==> src/rtl/pc_wr_v1.sv <==
// Write-direction port controller: packs array result words MSB-first into bus
// words and issues one {P_ID, address} write request per bus-token grant.
module pc_wr_v1 #(
  parameter int         WIDTH_ARR = 16,
  parameter int         WIDTH_BUS = 64,
  parameter logic [5:0] P_ID      = 6'd0
) (
  input  logic                 clk_bus,
  input  logic                 rst_bus,
  input  logic                 start,
  input  logic [55:0]          config_bits,
  input  logic [WIDTH_ARR-1:0] wr_data_arr2pc,
  input  logic                 wr_data_arr2pc_en,
  input  logic                 tk_en,
  output logic                 pc_ready,
  output logic                 wr_req_en,
  output logic [33:0]          wr_req_out,
  output logic [WIDTH_BUS-1:0] wr_data_pc2mem,
  output logic                 done
);

  localparam int P2S_FACT       = WIDTH_BUS / WIDTH_ARR;
  localparam int WIDTH_MEM_ADDR = 28;
  localparam int WIDTH_REQ      = 34;
  localparam int LANE_W         = (P2S_FACT > 1) ? $clog2(P2S_FACT) : 1;
  localparam int FIFO_DEPTH     = 4;
  localparam int ENTRY_W        = WIDTH_REQ + WIDTH_BUS;
  localparam logic [LANE_W-1:0] LAST_LANE = LANE_W'(P2S_FACT - 1);

  typedef enum logic [1:0] {IDLE, FILL, DRAIN} state_t;

  state_t                    state_reg;
  logic [WIDTH_MEM_ADDR-1:0] base_reg;
  logic [WIDTH_MEM_ADDR-1:0] offset_reg;
  logic [WIDTH_MEM_ADDR-1:0] word_count_reg;
  logic [LANE_W-1:0]         lane_reg;
  logic [WIDTH_BUS-1:0]      pack_reg;
  logic [WIDTH_BUS-1:0]      pack_next;
  logic [ENTRY_W-1:0]        fifo_mem [FIFO_DEPTH];
  logic [1:0]                wr_ptr_reg;
  logic [1:0]                rd_ptr_reg;
  logic [2:0]                count_reg;

  logic                      fifo_full;
  logic                      fifo_empty;
  logic                      accept;
  logic                      last_lane;
  logic                      push;
  logic                      pop;
  logic [WIDTH_MEM_ADDR-1:0] abs_addr;
  logic [ENTRY_W-1:0]        push_entry;
  logic [ENTRY_W-1:0]        head_entry;

  // Full/empty come from the registered count, so a same-cycle pop never frees a push slot.
  assign fifo_full  = (count_reg == 3'd4);
  assign fifo_empty = (count_reg == 3'd0);
  assign pc_ready   = (state_reg == FILL) && !fifo_full;
  assign accept     = wr_data_arr2pc_en && pc_ready;
  assign last_lane  = (lane_reg == LAST_LANE);
  assign push       = accept && last_lane;
  assign pop        = tk_en && !fifo_empty;
  assign abs_addr   = base_reg + word_count_reg;
  assign push_entry = {P_ID, abs_addr, pack_next};
  assign head_entry = fifo_mem[rd_ptr_reg];

  // Incoming word overlays its lane so the final lane is pushed in the same edge.
  generate
    for (genvar gi = 0; gi < P2S_FACT; gi++) begin : g_lane
      assign pack_next[WIDTH_BUS-1-gi*WIDTH_ARR -: WIDTH_ARR] =
        (lane_reg == LANE_W'(gi)) ? wr_data_arr2pc
                                  : pack_reg[WIDTH_BUS-1-gi*WIDTH_ARR -: WIDTH_ARR];
    end
  endgenerate

  always_ff @(posedge clk_bus) begin
    if (push) begin
      fifo_mem[wr_ptr_reg] <= push_entry;
    end
  end

  always_ff @(posedge clk_bus or negedge rst_bus) begin
    if (!rst_bus) begin
      state_reg      <= IDLE;
      base_reg       <= '0;
      offset_reg     <= '0;
      word_count_reg <= '0;
      lane_reg       <= '0;
      pack_reg       <= '0;
      wr_ptr_reg     <= '0;
      rd_ptr_reg     <= '0;
      count_reg      <= '0;
      wr_req_en      <= 1'b0;
      wr_req_out     <= '0;
      wr_data_pc2mem <= '0;
      done           <= 1'b0;
    end else begin
      done           <= 1'b0;
      wr_req_en      <= pop;
      wr_req_out     <= pop ? head_entry[ENTRY_W-1 -: WIDTH_REQ] : '0;
      wr_data_pc2mem <= pop ? head_entry[WIDTH_BUS-1:0] : '0;

      if (push) wr_ptr_reg <= wr_ptr_reg + 2'd1;
      if (pop)  rd_ptr_reg <= rd_ptr_reg + 2'd1;
      case ({push, pop})
        2'b10:   count_reg <= count_reg + 3'd1;
        2'b01:   count_reg <= count_reg - 3'd1;
        default: count_reg <= count_reg;
      endcase

      if (accept) begin
        pack_reg <= pack_next;
        lane_reg <= last_lane ? '0 : lane_reg + LANE_W'(1);
      end

      case (state_reg)
        IDLE: begin
          if (start) begin
            state_reg      <= FILL;
            base_reg       <= config_bits[55:28];
            offset_reg     <= config_bits[27:0];
            word_count_reg <= '0;
            lane_reg       <= '0;
          end
        end
        FILL: begin
          if (push) begin
            word_count_reg <= word_count_reg + 28'd1;
            if (word_count_reg == offset_reg) state_reg <= DRAIN;
          end
        end
        DRAIN: begin
          if (fifo_empty) begin
            state_reg <= IDLE;
            done      <= 1'b1;
          end
        end
        default: state_reg <= IDLE;
      endcase
    end
  end

endmodule
==> config.mk <==
export PLATFORM = sky130hd
export DESIGN_NAME = pc_wr_v1
export DESIGN_NICKNAME = d
export VERILOG_FILES = /design/src/rtl/pc_wr_v1.sv
export SDC_FILE = /design/constraint.sdc
export NUM_CORES = 1
export LEC_CHECK = 0
export ABC_AREA = 1
export CAP_MARGIN = 10
export CORE_ASPECT_RATIO = 1.25
export CORE_MARGIN = 2
export CORE_UTILIZATION = 35
export CTS_CLUSTER_SIZE = 24
export DETAILED_ROUTE_END_ITERATION = 10
export PLACE_DENSITY = 0.64
export SKIP_CTS_REPAIR_TIMING = 1
export SYNTH_ARGS = -nofsm -noshare
export SYNTH_HDL_FRONTEND = slang
export SYNTH_SLANG_ARGS = --single-unit
==> constraint.sdc <==
create_clock -name clk_bus -period 6.5 [get_ports clk_bus]
set_clock_uncertainty 0.1 [all_clocks]
set_input_delay 1.625 -clock clk_bus [delete_from_list [all_inputs] [get_ports clk_bus]]
set_output_delay 1.625 -clock clk_bus [all_outputs]
set_load 0.05 [all_outputs]
==> reports/metrics.csv, run 1 <==
metric,value,unit
vias,18300,
largest_register_ffs,368,
register_area,17400,um^2
finalCoreUtilization,0.418,
fin_crit,4.36,ns
synth_area,26300,um^2
slew_viol_final,0,
end_kind,output pin,
port_buffers,171,
power,14.7,mW
min_path_type,register to register,
antenna_found_initial,0,
setup_viol,0,
nets,2842,
insertion_delay,0.61,ns
io_pins,178,
worst_slew_pin_slew,1.18,ns
viasPerCell,4.88,
grt.total_usage,0.173,
gp_congestion,0.916,
path_clk_slew,0.06,ns
grt_max_degree,128,
num_rows,112,
start_kind,register,
outcome,"finished, final reports clean",
cts_buffers,66,
core,74400,um^2
yosysSeqAreaShare,0.662,
yosys_register_bits,621,
period_share,0.671,
p_per_area,473,nW/um^2
hp-start,base_reg[2]$_DFFE_PN0P_,
synth_cells,2586,
grt_setup_unrepaired,no,
min_path_cells,2,
criticalPathCategory,register to output pin,
area_delta_synth_final,18.4,%
wl_per_cell,17.8,um
wirelength,66.8,mm
r2r_slack,3.17,ns
multi_input_area,7720,um^2
r2r-start,rd_ptr_reg[0]$_DFFE_PN0P_,
synth-edff-count,368,
grt_pass1_wl,103,mm
leakagePower,12.3,nW
synth_area_leaders,"edfxtp_1, dfrtp_1, nand2_1, o21ai_0, nor2_1",
cts_root_buffer,clkbuf_16,
drv_cap,0,
crit_fanout,26,
max_freq,229,MHz
cts_tree,yes,
worstPathArrival,2.64,ns
final.fill_count,6989,
synthDistinctLibCells,34,
peakVddDrop,248,uV
yosys_warnings,0,
route.detailed.drc,0,
htreeDepth,3,
maxSlewHeadroom,0.215,
yosysMostFrequentCell,nand2_1,
clockBufferDepth,3,
drive_gt1_frac,0.0489,
firstDrtPassIters,5,
async_flop_share,0.407,
dieArea,77300,um^2
grt_pass1_vias,17700,
dieWidth,249,um
synth_ff_type,edfxtp_1,
syn_avg_cell_area,10.2,um^2
cp.required,4.78,ns
fp.dieH,310,um
finalHoldViolCount,0,
reg2reg_depth,6,
grt-ovfl-total,0,
min_to,base_reg[2]$_DFFE_PN0P_,
worstReg2RegEnd,wr_data_pc2mem[47]$_DFF_PN0_,
setup_tns,0,ns
yosys.area.top_type,edfxtp_1,
clock_sinks,621,
initial_core_util,0.353,
n_antenna_cell,0,
dpl.hpwl,41.2,mm
synth_top_area_share,0.421,
initialDrtViolationCount,1336,
ant_nets,0,
yosys-top-cells-count,"nand2_1, nor2_1, edfxtp_1, o21ai_0, dfrtp_1",
==> stage by stage <==
step,hold WS [ns],std cells,instance area [um^2],setup WS [ns]
global placement,0.371,3627,28900,2.30
floorplan,0.355,2591,26300,-0.112
CTS,0.393,3749,31100,2.11
detailed placement,0.376,3627,28900,2.36
finish,0.389,3749,31100,2.14
global route,0.413,3749,31100,2.05
==> worst max-delay path, cell delays in order, from the launching register on <==
cell and delay [ns]:
dfrtp_1 0.43, nor2_4 0.55, and2_1 0.24, clkdlybuf4s50_1 0.81
==> cells by family after synthesis <==
group / synth area share
other: 0.000143
AO/OA/AOI/OAI: 0.0943
flip-flops: 0.662
AND/OR/NAND/NOR: 0.164
XOR/XNOR: 0.0143
adder cells (fa/ha/maj): 0.0192
buffers and inverters: 0.0466
==> where the power goes <==
| part | switching (mW) | internal (mW) | leakage (nW) |
|---|---|---|---|
| logic | 3.52 | 1.44 | 4.65 |
| clock network | 1.54 | 2.24 | 1.07 |
| registers | 0.556 | 5.40 | 6.62 |
| total | 5.61 | 9.09 | 12.3 |
==> worst max path at each step <==
stage                             startpoint                         to  slack (ns)  depth (start not counted)
global route        state_reg[0]$_DFFE_PN0P_                   pc_ready        2.05                          4
CTS                 state_reg[1]$_DFFE_PN0P_                   pc_ready        2.11                          3
global placement                       tk_en   count_reg[2]$_DFFE_PN0P_        2.30                          9
finish              state_reg[1]$_DFFE_PN0P_                   pc_ready        2.14                          3
detailed placement         wr_data_arr2pc_en  fifo_mem[0][18]$_DFFE_PP_        2.36                          5
floorplan                  wr_data_arr2pc_en   fifo_mem[0][0]$_DFFE_PP_       -0.11                          5
==> routing by layer <==
metal  up-vias  global-route usage  share of wire
li1       8894                   -              -
met1      8780               0.214           0.42
met2       520               0.308           0.51
met3       102              0.0237          0.049
met4         0              0.0684          0.031
met5         -                   0              0
==> cell usage in the layout, fill, tap and decap left out, drive strengths merged <==
cell type and instances:
edfxtp 368, nand4 30, o21bai 1, nor3b 1, and3 1, a211oi 1
nor2 454, nand3b 2, o21a 1, inv 182, clkinvlp 2, xnor2 25
nand3 49, bufinv 5, clkbuf 94, o31ai 3, a21o 2, ha 37
fa 2, clkdlybuf4s50 170, nand2 536, a21oi 126, and2 2, dfrtp 253
nor3 17, clkinv 16, o21ai 356, buf 20, conb 6, xor2 18
==> cell type report <==
cell class	instances	share of cell area
clock buffer	94	0.0607
sequential	621	0.559
tap	969	0.0390
clock inverter	28	0.00998
multi-input combinational	1670	0.248
timing repair buffer	190	0.0614
inverter	177	0.0215
(Power assumes the default switching activity.)
==> run 2: changes to the inputs <==
--- a/config.mk
+++ b/config.mk
@@ -12,7 +12,7 @@
 export CORE_UTILIZATION = 35
 export CTS_CLUSTER_SIZE = 24
 export DETAILED_ROUTE_END_ITERATION = 10
-export PLACE_DENSITY = 0.64
+export PLACE_DENSITY = 0.66
 export SKIP_CTS_REPAIR_TIMING = 1
 export SYNTH_ARGS = -nofsm -noshare
 export SYNTH_HDL_FRONTEND = slang
==> constraint.sdc (replaced) <==
create_clock -name clk_bus -period 4 [get_ports clk_bus]
set_clock_uncertainty 0.1 [all_clocks]
set_input_delay 1 -clock clk_bus [delete_from_list [all_inputs] [get_ports clk_bus]]
set_output_delay 1 -clock clk_bus [all_outputs]
set_load 0.05 [all_outputs]
==> reports/metrics.csv, run 2 (same netlist as run 1, synthesis figures left out) <==
metric,value,unit,change
fin_crit,3.36,ns,
firstDrtPassIters,5,,unchanged
end_kind,output pin,,
insertion_delay,0.66,ns,+0.05 ns
wirelength,67.4,mm,+0.95%
finalHoldViolCount,0,,unchanged
period_share,0.840,,
grt_pass1_wl,104,mm,+0.94%
grt.total_usage,0.174,,+0.000325
ant_nets,0,,unchanged
cts_tree,yes,,
leakagePower,12.4,nW,+0.72%
clkPwrFrac,0.251,,-0.006
most-common-layout-cells,"nand2_1, nor2_1, edfxtp_1",,
io_pins,178,,unchanged
min_path_type,input pin to async pin,,
htreeDepth,2,,-1
route.detailed.drc,0,,unchanged
slew_viol_final,0,,unchanged
power.share.switching,0.384,,+0.00230
final.fill_count,6958,,-0.44%
dpl.hpwl,43.2,mm,+5.1%
combPwrFrac,0.352,,+0.015
worstPathArrival,2.26,ns,-0.38 ns
clockBufferDepth,3,,unchanged
start_kind,register,,
setup_viol,0,,unchanged
worst_slew_pin_slew,1.16,ns,-0.0218 ns
clock_sinks,621,,unchanged
max_freq,298,MHz,
largest_register_ffs,368,,unchanged
grt_max_degree,186,,+45%
antenna_found_initial,0,,unchanged
fp.dieH,310,um,unchanged
power_switching,9.16,mW,+63%
port_buffers,171,,unchanged
drv_cap,0,,unchanged
nets,2856,,+0.49%
num_rows,112,,unchanged
cp.required,2.90,ns,-1.88 ns
stdcell_area,31300,um^2,+0.51%
area_delta_synth_final,19.0,%,
cts_buffers,61,,-7.6%
finalCoreUtilization,0.420,,+0.00212
cts_root_buffer,clkbuf_16,,
peakVddDrop,683,uV,+180%
wl_per_cell,17.9,um,+0.60%
dieArea,77300,um^2,unchanged
criticalPathCategory,register to output pin,,
initialDrtViolationCount,1658,,+24%
n_antenna_cell,0,,unchanged
drive_gt1_frac,0.0559,,+0.00693
power_frac_seq,0.397,,-0.008
initial_core_util,0.353,,unchanged
gp_congestion,0.903,,-1.5%
grt_pass1_vias,17700,,+0.22%
path_clk_slew,0.06,ns,about the same
p_per_area,763,nW/um^2,+61%
outcome,"finished, final reports clean",,
postPlaceCellArea,29100,um^2,+0.79%
vias,18500,,+1.0%
grt-ovfl-total,0,,unchanged
crit_fanout,3,,-88%
grt_setup_unrepaired,no,,
dieWidth,249,um,unchanged
r2r_slack,1.32,ns,-1.85 ns
core,74400,um^2,unchanged
cellInternalPower,14.7,mW,+62%
maxSlewHeadroom,0.229,,+0.0145
final_common_cell,nand2_1,,
viasPerCell,4.91,,+0.69%
run 2: cell count changes in the layout (fill, tap and decap cells not counted), moves of 4 or more:
cell       change
clkinv_2       +7
clkbuf_16      -7
clkinv_1       -4
inv_6          -4
buf_4         +12
buf_12         +7
run 2: cell type report:
| cell class | count | area (um^2) | area share |
|---|---|---|---|
| clock buffer | 87 | 1740 | 0.0558 |
| clock inverter | 29 | 385 | 0.0123 |
| inverter | 177 | 669 | 0.0214 |
| multi-input combinational | 1670 | 7720 | 0.247 |
| sequential | 621 | 17400 | 0.556 |
| tap | 969 | 1210 | 0.0388 |
| timing repair buffer | 209 | 2140 | 0.0684 |
run 2: path summary, 6_finish.rpt:
path | to | start | cells after the start
hold / removal | wr_data_pc2mem[41]$_DFF_PN0_ | rst_bus | 1
setup reg to reg | lane_reg[1]$_DFF_PN0_ | state_reg[0]$_DFFE_PN0P_ | 7
min in group clk_bus | base_reg[25]$_DFFE_PN0P_ | base_reg[25]$_DFFE_PN0P_ | 2
setup / recovery | pc_ready | count_reg[0]$_DFFE_PN0P_ | 4
hold reg to reg | base_reg[25]$_DFFE_PN0P_ | base_reg[25]$_DFFE_PN0P_ | 2
max in group asynchronous | pack_reg[63]$_DFFE_PN0N_ | rst_bus | 2
run 2: critical path, cell delays in order (launching register included):
cell             delay (ns)
dfrtp_1                0.39
inv_1                  0.09
nand3_1                0.18
and2_1                 0.18
clkdlybuf4s50_1        0.81
run 2: power groups by stage:
stage / logic (mW) / registers [mW] / clock network (mW)
after global placement: 8.26 / 9.60 / 0
final: 8.39 / 9.48 / 5.98
after floorplan: 4.29 / 10.7 / 0
after CTS: 8.46 / 9.51 / 6.09
after global routing: 9.27 / 9.60 / 6.35
after detailed placement: 8.40 / 9.63 / 0
run 2: per-stage QoR:
stage	hold slack [ns]	setup TNS [ns]	worst slack (ns)	instances	power, mW
after floorplan	0.355	-163.89	-0.445	2591	15.0
after CTS	0.291	0	0.611	3762	24.1
after global placement	0.372	0	0.794	3646	17.9
final	0.248	0	0.640	3762	23.9
after global routing	0.298	0	0.507	3762	25.2
after detailed placement	0.379	0	0.774	3646	18.0
run 2: per-layer routing:
metal | track usage | wire [um]
met5 | 0 | 0
met4 | 0.0458 | 1270
met3 | 0.0227 | 3600
met2 | 0.313 | 34600
met1 | 0.220 | 28000
==> run 3: changes to the inputs <==
==> constraint.sdc (replaced) <==
create_clock -name clk_bus -period 2.8 [get_ports clk_bus]
set_clock_uncertainty 0.1 [all_clocks]
set_input_delay 0.7 -clock clk_bus [delete_from_list [all_inputs] [get_ports clk_bus]]
set_output_delay 0.7 -clock clk_bus [all_outputs]
set_load 0.05 [all_outputs]
==> reports/metrics.csv, run 3 (same netlist as run 1, synthesis figures left out) <==
metric,value,unit,change
initial_core_util,0.353,,unchanged
pre_cts_ws,0.111,ns,-0.663 ns
nets,2871,,+0.53%
worstPathArrival,1.94,ns,-0.32 ns
ant_nets,0,,unchanged
clockBufferDepth,3,,unchanged
firstDrtPassIters,9,,+4
crit_buf_inv,1,,-1
io_pins,178,,unchanged
failed_checks,DRC,,
slowest_delay,0.84,ns,+0.03 ns
final.fill_count,6867,,-1.3%
end_kind,output pin,,
wl_per_cell,17.6,um,-1.7%
cp.required,2.00,ns,-0.90 ns
start_kind,register,,
cts_root_buffer,clkbuf_16,,
fp.dieH,310,um,unchanged
setup_viol,0,,unchanged
maxSlewHeadroom,0.279,,+0.0497
stdcell_area,31600,um^2,+1.1%
gp_congestion,0.917,,+1.6%
min_path_type,register to register,,
crit_fanout,1,,-2
finalHoldViolCount,0,,unchanged
route.detailed.drc,4,,+4
most-common-layout-cells,"nand2_1, nor2_1, edfxtp_1",,
period_share,0.978,,
postPlaceCellArea,29400,um^2,+1.0%
leakagePower,12.6,nW,+1.3%
drive_gt1_frac,0.0630,,+0.00718
max_freq,365,MHz,
timing.hold.ws,0.396,ns,+0.148 ns
power,34.3,mW,+44%
num_rows,112,,unchanged
htreeDepth,2,,unchanged
outcome,"finished, violations left",,
path_clk_slew,0.06,ns,about the same
vias,18400,,-0.51%
cts_tree,yes,,
setup_tns,0,ns,unchanged
dieWidth,249,um,unchanged
initialDrtViolationCount,1309,,-21%
antenna_found_initial,0,,unchanged
grt_setup_unrepaired,no,,
viasPerCell,4.87,,-0.91%
grt_pass1_vias,17900,,+1.0%
peakVddDrop,659,uV,-3.5%
clock_sinks,621,,unchanged
fin_crit,2.74,ns,
cp_top_family,buffers and inverters,,
fin_ws,0.0621,ns,-0.578 ns
drv_cap,0,,unchanged
area_delta_synth_final,20.3,%,
dieArea,77300,um^2,unchanged
grt.total_usage,0.172,,-0.00133
largest_register_ffs,368,,unchanged
final_common_cell,nand2_1,,
grt_max_degree,186,,unchanged
n_antenna_cell,0,,unchanged
wirelength,66.5,mm,-1.3%
core,74400,um^2,unchanged
slew_viol_final,0,,unchanged
path_cells,clkdlybuf4s50_1,,
worst_slew_pin_slew,1.08,ns,-0.0745 ns
grt_pass1_wl,103,mm,-0.90%
cts_buffers,61,,unchanged
grt-ovfl-total,0,,unchanged
p_per_area,1090,nW/um^2,+42%
port_buffers,171,,unchanged
criticalPathCategory,register to output pin,,
insertion_delay,0.65,ns,about the same
r2r_slack,0.36,ns,-0.96 ns
slowest_stage,clkdlybuf4s50_1,,
dpl.hpwl,43.8,mm,+1.2%
## run 3: cell types whose count changed in the layout (fill, tap and decap cells not counted), moves of 2 or more
cell	change
clkinv_4	+2
clkbuf_8	-5
bufinv_16	+2
clkinv_2	+6
clkinv_1	-2
clkbuf_1	-4
buf_12	+16
## run 3: where the power goes
group          leakage (nW)  internal, mW  switching (mW)
Sequential             6.62          12.5           0.979
Combinational          4.91          3.64            8.54
Clock                  1.06          5.06            3.57
## run 3: per-layer routing
metal	share of wire	wire, um	global-route usage	vias up
met1	0.41	27500	0.218	8828
met5	0	0	0	-
li1	-	-	-	8935
met4	0.025	1640	0.0485	0
met3	0.049	3260	0.0231	93
met2	0.51	34100	0.309	536
## run 3: final cells by class
| type | count | area [um^2] | area share |
|---|---|---|---|
| clock buffer | 78 | 1660 | 0.0525 |
| clock inverter | 38 | 497 | 0.0157 |
| inverter | 177 | 667 | 0.0211 |
| multi-input combinational | 1670 | 7720 | 0.244 |
| sequential | 621 | 17400 | 0.550 |
| tap | 969 | 1210 | 0.0384 |
| timing repair buffer | 224 | 2450 | 0.0776 |
## run 3: worst paths after layout
kind / start / end / depth (start not counted)
max: wr_req_out[0]$_DFF_PN0_ / wr_req_out[0] / 1
min: base_reg[0]$_DFFE_PN0P_ / base_reg[0]$_DFFE_PN0P_ / 2
max reg2reg: lane_reg[0]$_DFF_PN0_ / pack_reg[54]$_DFFE_PN0N_ / 5
min reg2reg: base_reg[0]$_DFFE_PN0P_ / base_reg[0]$_DFFE_PN0P_ / 2
max in group asynchronous: rst_bus / wr_req_out[22]$_DFF_PN0_ / 3
min in group asynchronous: rst_bus / wr_data_pc2mem[47]$_DFF_PN0_ / 2
## run 3: through the flow
step	utilization	instances
global route	0.425	3777
detailed placement	0.396	3660
CTS	0.425	3776
global placement	0.396	3660
floorplan	-	2591
finish	0.425	3777
